## src/rtl/ps2_key_decoder_if.sv

```systemverilog
// Key event bus from the PS/2 decoder to the game control logic.
// The decoder drives it through the master modport; the consumer reads it through slave.
interface ps2_key_decoder_if;
    logic [7:0] key_code;
    logic       key_break;
    logic       key_ext;
    logic       key_valid;
    logic       frame_err;

    modport master (
        output key_code,
        output key_break,
        output key_ext,
        output key_valid,
        output frame_err
    );

    modport slave (
        input key_code,
        input key_break,
        input key_ext,
        input key_valid,
        input frame_err
    );
endinterface

```

## src/rtl/ps2_key_decoder.sv

```systemverilog
// PS/2 keyboard receiver.
// Synchronizes the keyboard clock and data lines and deserializes 11-bit frames
// (start, 8 data LSB first, odd parity, stop). It folds the E0 and F0 prefixes
// into flags and emits one key event per press or release.
// A frame that stalls mid-way for TIMEOUT_CYC cycles is abandoned with frame_err.
module ps2_key_decoder #(
    parameter int SYNC_STAGES = 2,
    parameter int TIMEOUT_CYC = 5000
) (
    input  logic                      clk,
    input  logic                      reset,
    input  logic                      ps2_clk,
    input  logic                      ps2_data,
    ps2_key_decoder_if.master         key_if
);

    localparam int CNT_W = (TIMEOUT_CYC > 2) ? $clog2(TIMEOUT_CYC) : 1;
    localparam logic [CNT_W-1:0] TIMEOUT_LAST = CNT_W'(TIMEOUT_CYC - 1);

    typedef enum logic [1:0] {
        IDLE,
        DATA,
        PARITY,
        STOP
    } state_t;

    // Synchronizer chains. Index 0 samples the pin; the top index feeds the decoder.
    logic [SYNC_STAGES-1:0] clk_sync_reg;
    logic [SYNC_STAGES-1:0] data_sync_reg;
    logic                   sync_clk_prev_reg;

    logic sync_clk;
    logic sync_data;
    logic fall;

    state_t           state_reg;
    logic [7:0]       shift_reg;
    logic [2:0]       bit_cnt_reg;
    logic             parity_reg;
    logic [CNT_W-1:0] timeout_reg;
    logic             pend_break_reg;
    logic             pend_ext_reg;

    logic [7:0]       key_code_reg;
    logic             key_break_reg;
    logic             key_ext_reg;
    logic             key_valid_reg;
    logic             frame_err_reg;

    // Frame check at the stop bit: odd parity over data and parity, and stop must be high.
    logic frame_bad;

    // Shift both PS/2 lines through the synchronizer; they idle high, so the chain resets to 1.
    always_ff @(posedge clk) begin
        if (reset) begin
            clk_sync_reg      <= '1;
            data_sync_reg     <= '1;
            sync_clk_prev_reg <= 1'b1;
        end else begin
            if (SYNC_STAGES > 1) begin
                clk_sync_reg  <= {clk_sync_reg[SYNC_STAGES-2:0], ps2_clk};
                data_sync_reg <= {data_sync_reg[SYNC_STAGES-2:0], ps2_data};
            end else begin
                clk_sync_reg  <= {SYNC_STAGES{ps2_clk}};
                data_sync_reg <= {SYNC_STAGES{ps2_data}};
            end
            sync_clk_prev_reg <= clk_sync_reg[SYNC_STAGES-1];
        end
    end

    assign sync_clk  = clk_sync_reg[SYNC_STAGES-1];
    assign sync_data = data_sync_reg[SYNC_STAGES-1];
    assign fall      = sync_clk_prev_reg & ~sync_clk;
    assign frame_bad = ~(^{shift_reg, parity_reg}) | ~sync_data;

    // Frame FSM, timeout watchdog, prefix tracking and registered event outputs.
    always_ff @(posedge clk) begin
        if (reset) begin
            state_reg      <= IDLE;
            shift_reg      <= '0;
            bit_cnt_reg    <= '0;
            parity_reg     <= 1'b0;
            timeout_reg    <= '0;
            pend_break_reg <= 1'b0;
            pend_ext_reg   <= 1'b0;
            key_code_reg   <= '0;
            key_break_reg  <= 1'b0;
            key_ext_reg    <= 1'b0;
            key_valid_reg  <= 1'b0;
            frame_err_reg  <= 1'b0;
        end else begin
            key_valid_reg <= 1'b0;
            frame_err_reg <= 1'b0;

            if (state_reg == IDLE) begin
                timeout_reg <= '0;
                // A high data line on a falling clock is not a start bit; ignore it.
                if (fall && !sync_data) begin
                    state_reg   <= DATA;
                    bit_cnt_reg <= '0;
                end
            end else if (fall) begin
                // A falling edge always beats the watchdog, even on its last cycle.
                timeout_reg <= '0;
                case (state_reg)
                    DATA: begin
                        shift_reg[bit_cnt_reg] <= sync_data;
                        if (bit_cnt_reg == 3'd7) begin
                            state_reg <= PARITY;
                        end else begin
                            bit_cnt_reg <= bit_cnt_reg + 3'd1;
                        end
                    end
                    PARITY: begin
                        parity_reg <= sync_data;
                        state_reg  <= STOP;
                    end
                    STOP: begin
                        state_reg   <= IDLE;
                        bit_cnt_reg <= '0;
                        if (frame_bad) begin
                            frame_err_reg  <= 1'b1;
                            pend_break_reg <= 1'b0;
                            pend_ext_reg   <= 1'b0;
                        end else if (shift_reg == 8'hE0) begin
                            pend_ext_reg <= 1'b1;
                        end else if (shift_reg == 8'hF0) begin
                            pend_break_reg <= 1'b1;
                        end else begin
                            key_code_reg   <= shift_reg;
                            key_break_reg  <= pend_break_reg;
                            key_ext_reg    <= pend_ext_reg;
                            key_valid_reg  <= 1'b1;
                            pend_break_reg <= 1'b0;
                            pend_ext_reg   <= 1'b0;
                        end
                    end
                    default: begin
                        state_reg <= IDLE;
                    end
                endcase
            end else if (timeout_reg == TIMEOUT_LAST) begin
                // Keyboard went quiet mid-frame: drop the frame and any prefix state.
                state_reg      <= IDLE;
                bit_cnt_reg    <= '0;
                timeout_reg    <= '0;
                frame_err_reg  <= 1'b1;
                pend_break_reg <= 1'b0;
                pend_ext_reg   <= 1'b0;
            end else begin
                timeout_reg <= timeout_reg + CNT_W'(1);
            end
        end
    end

    assign key_if.key_code  = key_code_reg;
    assign key_if.key_break = key_break_reg;
    assign key_if.key_ext   = key_ext_reg;
    assign key_if.key_valid = key_valid_reg;
    assign key_if.frame_err = frame_err_reg;

endmodule
```

## src/flat_wrapper.sv

```systemverilog
// flat-port wrapper written by rule: the top's interface ports become plain ports
module ps2_key_decoder_flat 
#(
    parameter int SYNC_STAGES = 2,
    parameter int TIMEOUT_CYC = 5000
)
  (clk, reset, ps2_clk, ps2_data, key_if_key_code, key_if_key_break, key_if_key_ext, key_if_key_valid, key_if_frame_err);
  ps2_key_decoder_if key_if_i ();
  input  logic clk;
  input  logic reset;
  input  logic ps2_clk;
  input  logic ps2_data;
  output wire logic [$bits(key_if_i.key_code)-1:0] key_if_key_code;
  output wire logic [$bits(key_if_i.key_break)-1:0] key_if_key_break;
  output wire logic [$bits(key_if_i.key_ext)-1:0] key_if_key_ext;
  output wire logic [$bits(key_if_i.key_valid)-1:0] key_if_key_valid;
  output wire logic [$bits(key_if_i.frame_err)-1:0] key_if_frame_err;
  assign key_if_key_code = key_if_i.key_code;
  assign key_if_key_break = key_if_i.key_break;
  assign key_if_key_ext = key_if_i.key_ext;
  assign key_if_key_valid = key_if_i.key_valid;
  assign key_if_frame_err = key_if_i.frame_err;
  ps2_key_decoder #(.SYNC_STAGES(SYNC_STAGES), .TIMEOUT_CYC(TIMEOUT_CYC)) u_core (.clk(clk), .reset(reset), .ps2_clk(ps2_clk), .ps2_data(ps2_data), .key_if(key_if_i));
endmodule
```

## config.mk

```make
export PLATFORM = sky130hd
export DESIGN_NAME = ps2_key_decoder_flat
export DESIGN_NICKNAME = d
export VERILOG_FILES = /design/src/rtl/ps2_key_decoder_if.sv /design/src/rtl/ps2_key_decoder.sv /design/src/flat_wrapper.sv
export SDC_FILE = /design/constraint.sdc
export NUM_CORES = 1
export LEC_CHECK = 0
export BUFFER_PORTS_ARGS = -buffer_cell sky130_fd_sc_hd__clkbuf_2
export CORE_ASPECT_RATIO = 1.2
export CORE_MARGIN = 2
export CORE_UTILIZATION = 50
export DETAILED_ROUTE_END_ITERATION = 6
export PLACE_DENSITY = 0.74
export SLEW_MARGIN = 20
export SYNTH_ARGS = -nofsm -noshare
export SYNTH_HDL_FRONTEND = slang
export SYNTH_SLANG_ARGS = --single-unit
```

## constraint.sdc

```tcl
create_clock -name clk -period 2.4 [get_ports clk]
set_clock_uncertainty 0.1 [all_clocks]
set_input_delay 0.12 -clock clk [delete_from_list [all_inputs] [get_ports clk]]
set_output_delay 0.12 -clock clk [all_outputs]
set_load 0.02 [all_outputs]
```

======== Word level (Yosys, flattened, before mapping) ========
Index checks and enable logic that the tools add are counted.
word-level totals
  bits in latches ......................... 0
  logic and storage cells ................. 92
  memory bits (read-only) ................. 0
  register bits ........................... 46
  memories ................................ 0
  memory bits (writable) .................. 0
  input bits .............................. 4
cells by class
  muxes and demuxes ....................... 31
  equality and inequality tests ........... 14
  multiply operators ...................... 0
  add/subtract/negate cells ............... 2
  shifts and indexed selects .............. 0
  order comparisons ....................... 2
  reduce and logical (&&, ||, !) cells .... 17
  bitwise operators ....................... 11
  div/mod/pow operators ................... 0
operators with widths
  kind                                                                                  count
  1-bit two-way mux                                                                     17
  8-bit equality test (second input constant)                                           2
  4-bit inequality test (second input constant)                                         4
  3-bit two-way mux                                                                     5
  13-bit by 1-bit adder with 13-bit output (second input constant)                      1
  13-bit equality test (second input constant)                                          1
  4-bit AND reduction                                                                   3
  2-bit two-way mux                                                                     5
  1-bit NOT                                                                             9
  3-bit AND reduction                                                                   3
  9-bit XOR reduction                                                                   1
  8-bit bitwise mux                                                                     1
  3-bit one-hot mux with 2 select lines                                                 1
  6-bit AND reduction                                                                   1
  6-bit OR reduction                                                                    1
  2-bit equality test (second input constant)                                           2
  3-bit by 4-bit less-than comparator with 1-bit output (second input constant)         1
  2-bit inequality test (second input constant)                                         2
  2-bit one-hot mux with 2 select lines                                                 1
  4-bit OR reduction                                                                    1
  3-bit by 1-bit adder with 3-bit output (second input constant)                        1
  1-bit demux with 3-bit select                                                         1
  3-bit equality test (second input constant)                                           1
  3-bit by 1-bit greater-or-equal comparator with 1-bit output (second input constant)  1
  other kinds (10)                                                                      11

======== Longest topological paths before layout ========
  depth in word-level cells ............... 6
  depth in mapped cells ................... 7
  mapped depth without buffers ............ 7

======== Least setup slack after synthesis ========
Ideal clock, no wire load.
  kind .................................... reg-to-reg
  start point ............................. register u_core.timeout_reg[10]
  end point ............................... register u_core.state_reg[1]
  arrival ................................. 1.848 ns
  setup time .............................. 0.071 ns
  cell stages (with the launch flop) ...... 6
  path slack .............................. 0.381 ns
  period minus slack after synthesis ...... 2.019 ns
  data required time ...................... 2.229 ns
  path through ............................ dfxtp_1 -> or4b_4 -> nor4_4 -> a21oi_2 -> or4b_1 -> a21oi_1
on the way
  cells in the longest elaborated chain, start to end .. 3
ends and longest elaborated chain
  element                        line                    source
  start, declared                ps2_key_decoder.sv:40   logic [CNT_W-1:0] timeout_reg;
  start signal, assigned         ps2_key_decoder.sv:151  timeout_reg <= timeout_reg + CNT_W'(1);
  13-bit equality test           ps2_key_decoder.sv:142  end else if (timeout_reg == TIMEOUT_LAST) begin
  3-bit nonzero test (no line)   -
  3-bit AND reduction (no line)  -
  end signal, assigned           ps2_key_decoder.sv:119  state_reg <= IDLE;
  end signal, assigned           ps2_key_decoder.sv:139  state_reg <= IDLE;
  end signal, assigned           ps2_key_decoder.sv:144  state_reg <= IDLE;
  end, declared                  ps2_key_decoder.sv:36   state_t state_reg;
Every way passes these cells.
A chain may end at the register's enable or synchronous reset.

======== Worst setup path in the final report ========
  start point ............................. register u_core.shift_reg[4]
  end point ............................... register u_core.pend_ext_reg
on the way
  cells in the longest elaborated chain, start to end .. 6
  elaborated cells between the ends (all ways) .. 11
  those cells by class .................... eq/ne: 3; mux: 4; bitwise: 2; reduce/logical: 2
ends and longest elaborated chain
  element                          line                    source
  start, declared                  ps2_key_decoder.sv:37   logic [7:0] shift_reg;
  start signal, assigned by index  ps2_key_decoder.sv:107  shift_reg[bit_cnt_reg] <= sync_data;
  9-bit XOR reduction              ps2_key_decoder.sv:74   assign frame_bad = ~(^{shift_reg, parity_reg}) | ~sync_data;
  1-bit NOT                        ps2_key_decoder.sv:74
  1-bit bitwise OR                 ps2_key_decoder.sv:74
  1-bit two-way mux                ps2_key_decoder.sv:121  if (frame_bad) begin
  1-bit two-way mux                ps2_key_decoder.sv:105  case (state_reg)
  1-bit two-way mux                ps2_key_decoder.sv:102  end else if (fall) begin
  end signal, assigned             ps2_key_decoder.sv:85   pend_ext_reg <= 1'b0;
  end signal, assigned             ps2_key_decoder.sv:124  pend_ext_reg <= 1'b0;
  end signal, assigned             ps2_key_decoder.sv:126  pend_ext_reg <= 1'b1;
  end, declared                    ps2_key_decoder.sv:42   logic pend_ext_reg;
Several ways; a longest one is shown, not always the timed one. The select of a mux whose other input is x is not followed.

==> summary.txt <==
drt drc -> 0
Filler cells -> 393
Die Span X -> 63.5 µm
Sequential Power Share -> 55.7%
RSZ-0062 raised after global routing -> no
Max FO, Critical Path -> 5
Worst-Margin Slew -> 507 ps
Post-synth EDFFs -> 0
Die ar. -> 4790 µm²
Place WS -> 147 ps
Worst Hold Class -> in -> reg
Netlist cell types -> 40
Cell Area, Synth -> 2120 µm²
Via density -> 5.23
Synthesis Warnings -> 0
Skew-Pair Late Insertion Delay -> 310 ps
top-count cell post-synth -> dfxtp_1
critical path class -> reg -> reg
critical path cell sequence -> xnor2_1 > xnor3_1 > nor4_1 > or3b_1 > o221ai_1
clk slew on worst S/H paths -> 90 ps
CTS tree -> built
syn_nets -> 246
Post-synth top flop -> dfxtp_1
number of port buffers -> 15
CP max-delay cell -> xnor3_1
Layout area overhead -> 12.7%
setup TNS -> 0 ps
Avg WL per Cell -> 12.8 µm
largest net degree at the start of global routing -> 23
number of antenna violations at the first check in global routing -> 0
Compound-Gate Fraction of Synth Area -> 5.42%
Final period util -> 93.5%
asr flop ratio synth -> 0%
Max-slew headroom -> 65.9%
main combinational cell family by area after synthesis -> simple AND/OR/NAND/NOR gates
type of element capturing the critical path -> flop
post-synthesis mux area share -> 10.4%
Tmin final -> 2240 ps
Max Freq -> 445 MHz
Post-synth top cells -> dfxtp_1, nand2_1, nor2_1, mux2i_1
RD Place Congestion -> 0.788
n_diodes -> 0
final core utilization -> 59.8%
die outline height -> 75.4 µm
total CTS buffers -> 5
setup ws final -> 155 ps
Lkg Pwr -> 0.856 nW
Final Setup Violations -> 0
first-pass GRT wire length -> 6860 µm
First DRT Iteration DRCs -> 70
Hold Violations, Final -> 0
fin. max-slew vios -> 0
vias -> 1607
share of cells above drive strength 1 -> 15.0%
area share of the largest cell type after synthesis -> 43.3%
CP required -> 2530 ps
First-pass DRT Iterations -> 4
Post-Route WL -> 3920 µm
Post-Synthesis Cells -> 234
largest cells by area after synthesis -> dfxtp_1, mux2i_1, nand2_1, ha_1, nor2_1
WP buf/inv -> 0
nature of the critical path startpoint -> flop
logic gate share of total power -> 2.5%
Rows -> 25
peak supply drop -> 0.389 mV
Pint -> 1.09 mW
CTS HTree Levels -> 2
Root Driver -> clkbuf_8
CP arrival -> 2370 ps
Switch Pwr -> 291 µW
Synth Area in XOR/XNOR -> 7.24%
clk buf depth -> 2
vias in the first global route -> 1513
antenna-violating nets left -> 0
switching fraction of total power -> 21.1%
Post-DP Area -> 2260 µm²
max cap viols -> 0
sequential area share after synthesis -> 43.3%
Final HPWL DP -> 2810 µm
syn_area_per_cell -> 9.08 µm²
Clock Sinks -> 46
Post-Synth Simple-Gate Area -> 25.6%
Clock Power Share -> 41.8%
Global Route Usage Sum -> 18.3%
outcome -> completed
design area -> 2390 µm²
area leader, netlist -> dfxtp_1
Post-Synth Adder-Cell Area -> 4.71%
CP delay by family, top -> simple AND/OR/NAND/NOR gates
I/O pin cnt -> 16
Layout Nets -> 264
number of flip-flops in the largest register -> 13
CP max stage delay -> 450 ps
global route overflow -> 0
PwrDens -> 576 nW/µm²
Initial Util -> 53.1%
post-synthesis sequential element count -> 46
Core Area -> 4000 µm²
final timing paths:
path / endpoint / cells past startpoint / startpoint / slack, ps
worst min register to register: u_core.clk_sync_reg[1] / 1 / u_core.clk_sync_reg[0] / 310
worst min-delay path: u_core.state_reg[1] / 2 / reset / 160
worst max register to register: u_core.pend_ext_reg / 5 / u_core.shift_reg[4] / 160
worst max-delay path: u_core.pend_ext_reg / 5 / u_core.shift_reg[4] / 160
area by class of cell:
class / instances / area [µm²] / share of cell area [%]
clock buffer: 5 / 68.8 / 2.87
clock inverter: 3 / 45.0 / 1.88
multi-input combinational: 170 / 1130 / 47.3
sequential: 46 / 921 / 38.5
timing repair buffer: 22 / 133 / 5.54
inverter: 7 / 26.3 / 1.10
tap: 54 / 67.6 / 2.82
metal layers:
metal / up-vias / part of all wire (%) / GRT usage, %
met5: - / 0 / 0
met1: 752 / 47 / 21.8
met3: 6 / 3.3 / 5.17
li1: 826 / - / -
met2: 23 / 48 / 31.7
met4: 0 / 1.4 / 7.00
power groups by stage:
stage / clock, mW / combinational, mW / sequential [mW]
2_1_floorplan: 0 / 0.0229 / 0.786
3_3_place_gp: 0 / 0.0321 / 0.787
3_5_place_dp: 0 / 0.0320 / 0.787
4_1_cts: 0.588 / 0.0348 / 0.769
5_1_grt: 0.615 / 0.0387 / 0.770
6_report: 0.577 / 0.0348 / 0.769
layout by cell type, fill, tap and decap left out, drive strengths merged, types with 4 or more instances in the layout:
cell and count:
ha 8, nand3 9, clkbuf 20, o21ai 5, dfxtp 46, nand2 36
buf 5, inv 6, a21oi 7, mux2i 22, or2 5, nor2 26
nor3b 4, xnor2 8, xor2 7
timing repair:
action | CTS | global route
gates resized for setup | 0 | 0
hold endpoints to repair | 2 | 0
setup buffers | 0 | 0
hold buffers | 2 | 0
cells by family after synthesis:
family          Yosys count
buf+inv                  18
flops                    46
mux                      22
compound gates           18
xor+xnor                 16
simple gates            106
fa+ha+maj                 8
stage by stage:
| stage | instances | power (mW) | hold WS, ps |
|---|---|---|---|
| 2_1_floorplan | 234 | 0.809 | 124 |
| 3_3_place_gp | 297 | 0.819 | 206 |
| 3_5_place_dp | 297 | 0.819 | 207 |
| 4_1_cts | 307 | 1.39 | 147 |
| 5_1_grt | 307 | 1.42 | 190 |
| 6_report | 307 | 1.38 | 158 |
worst register-to-register path: cells and delay by family, from the launching register on:
family,cells,cell delay (ps)
AO/OA/AOI/OAI,1,190
flip-flops,1,420
AND/OR/NAND/NOR,2,870
XOR/XNOR,2,590
No activity file was read; power rests on OpenSTA's default activity.
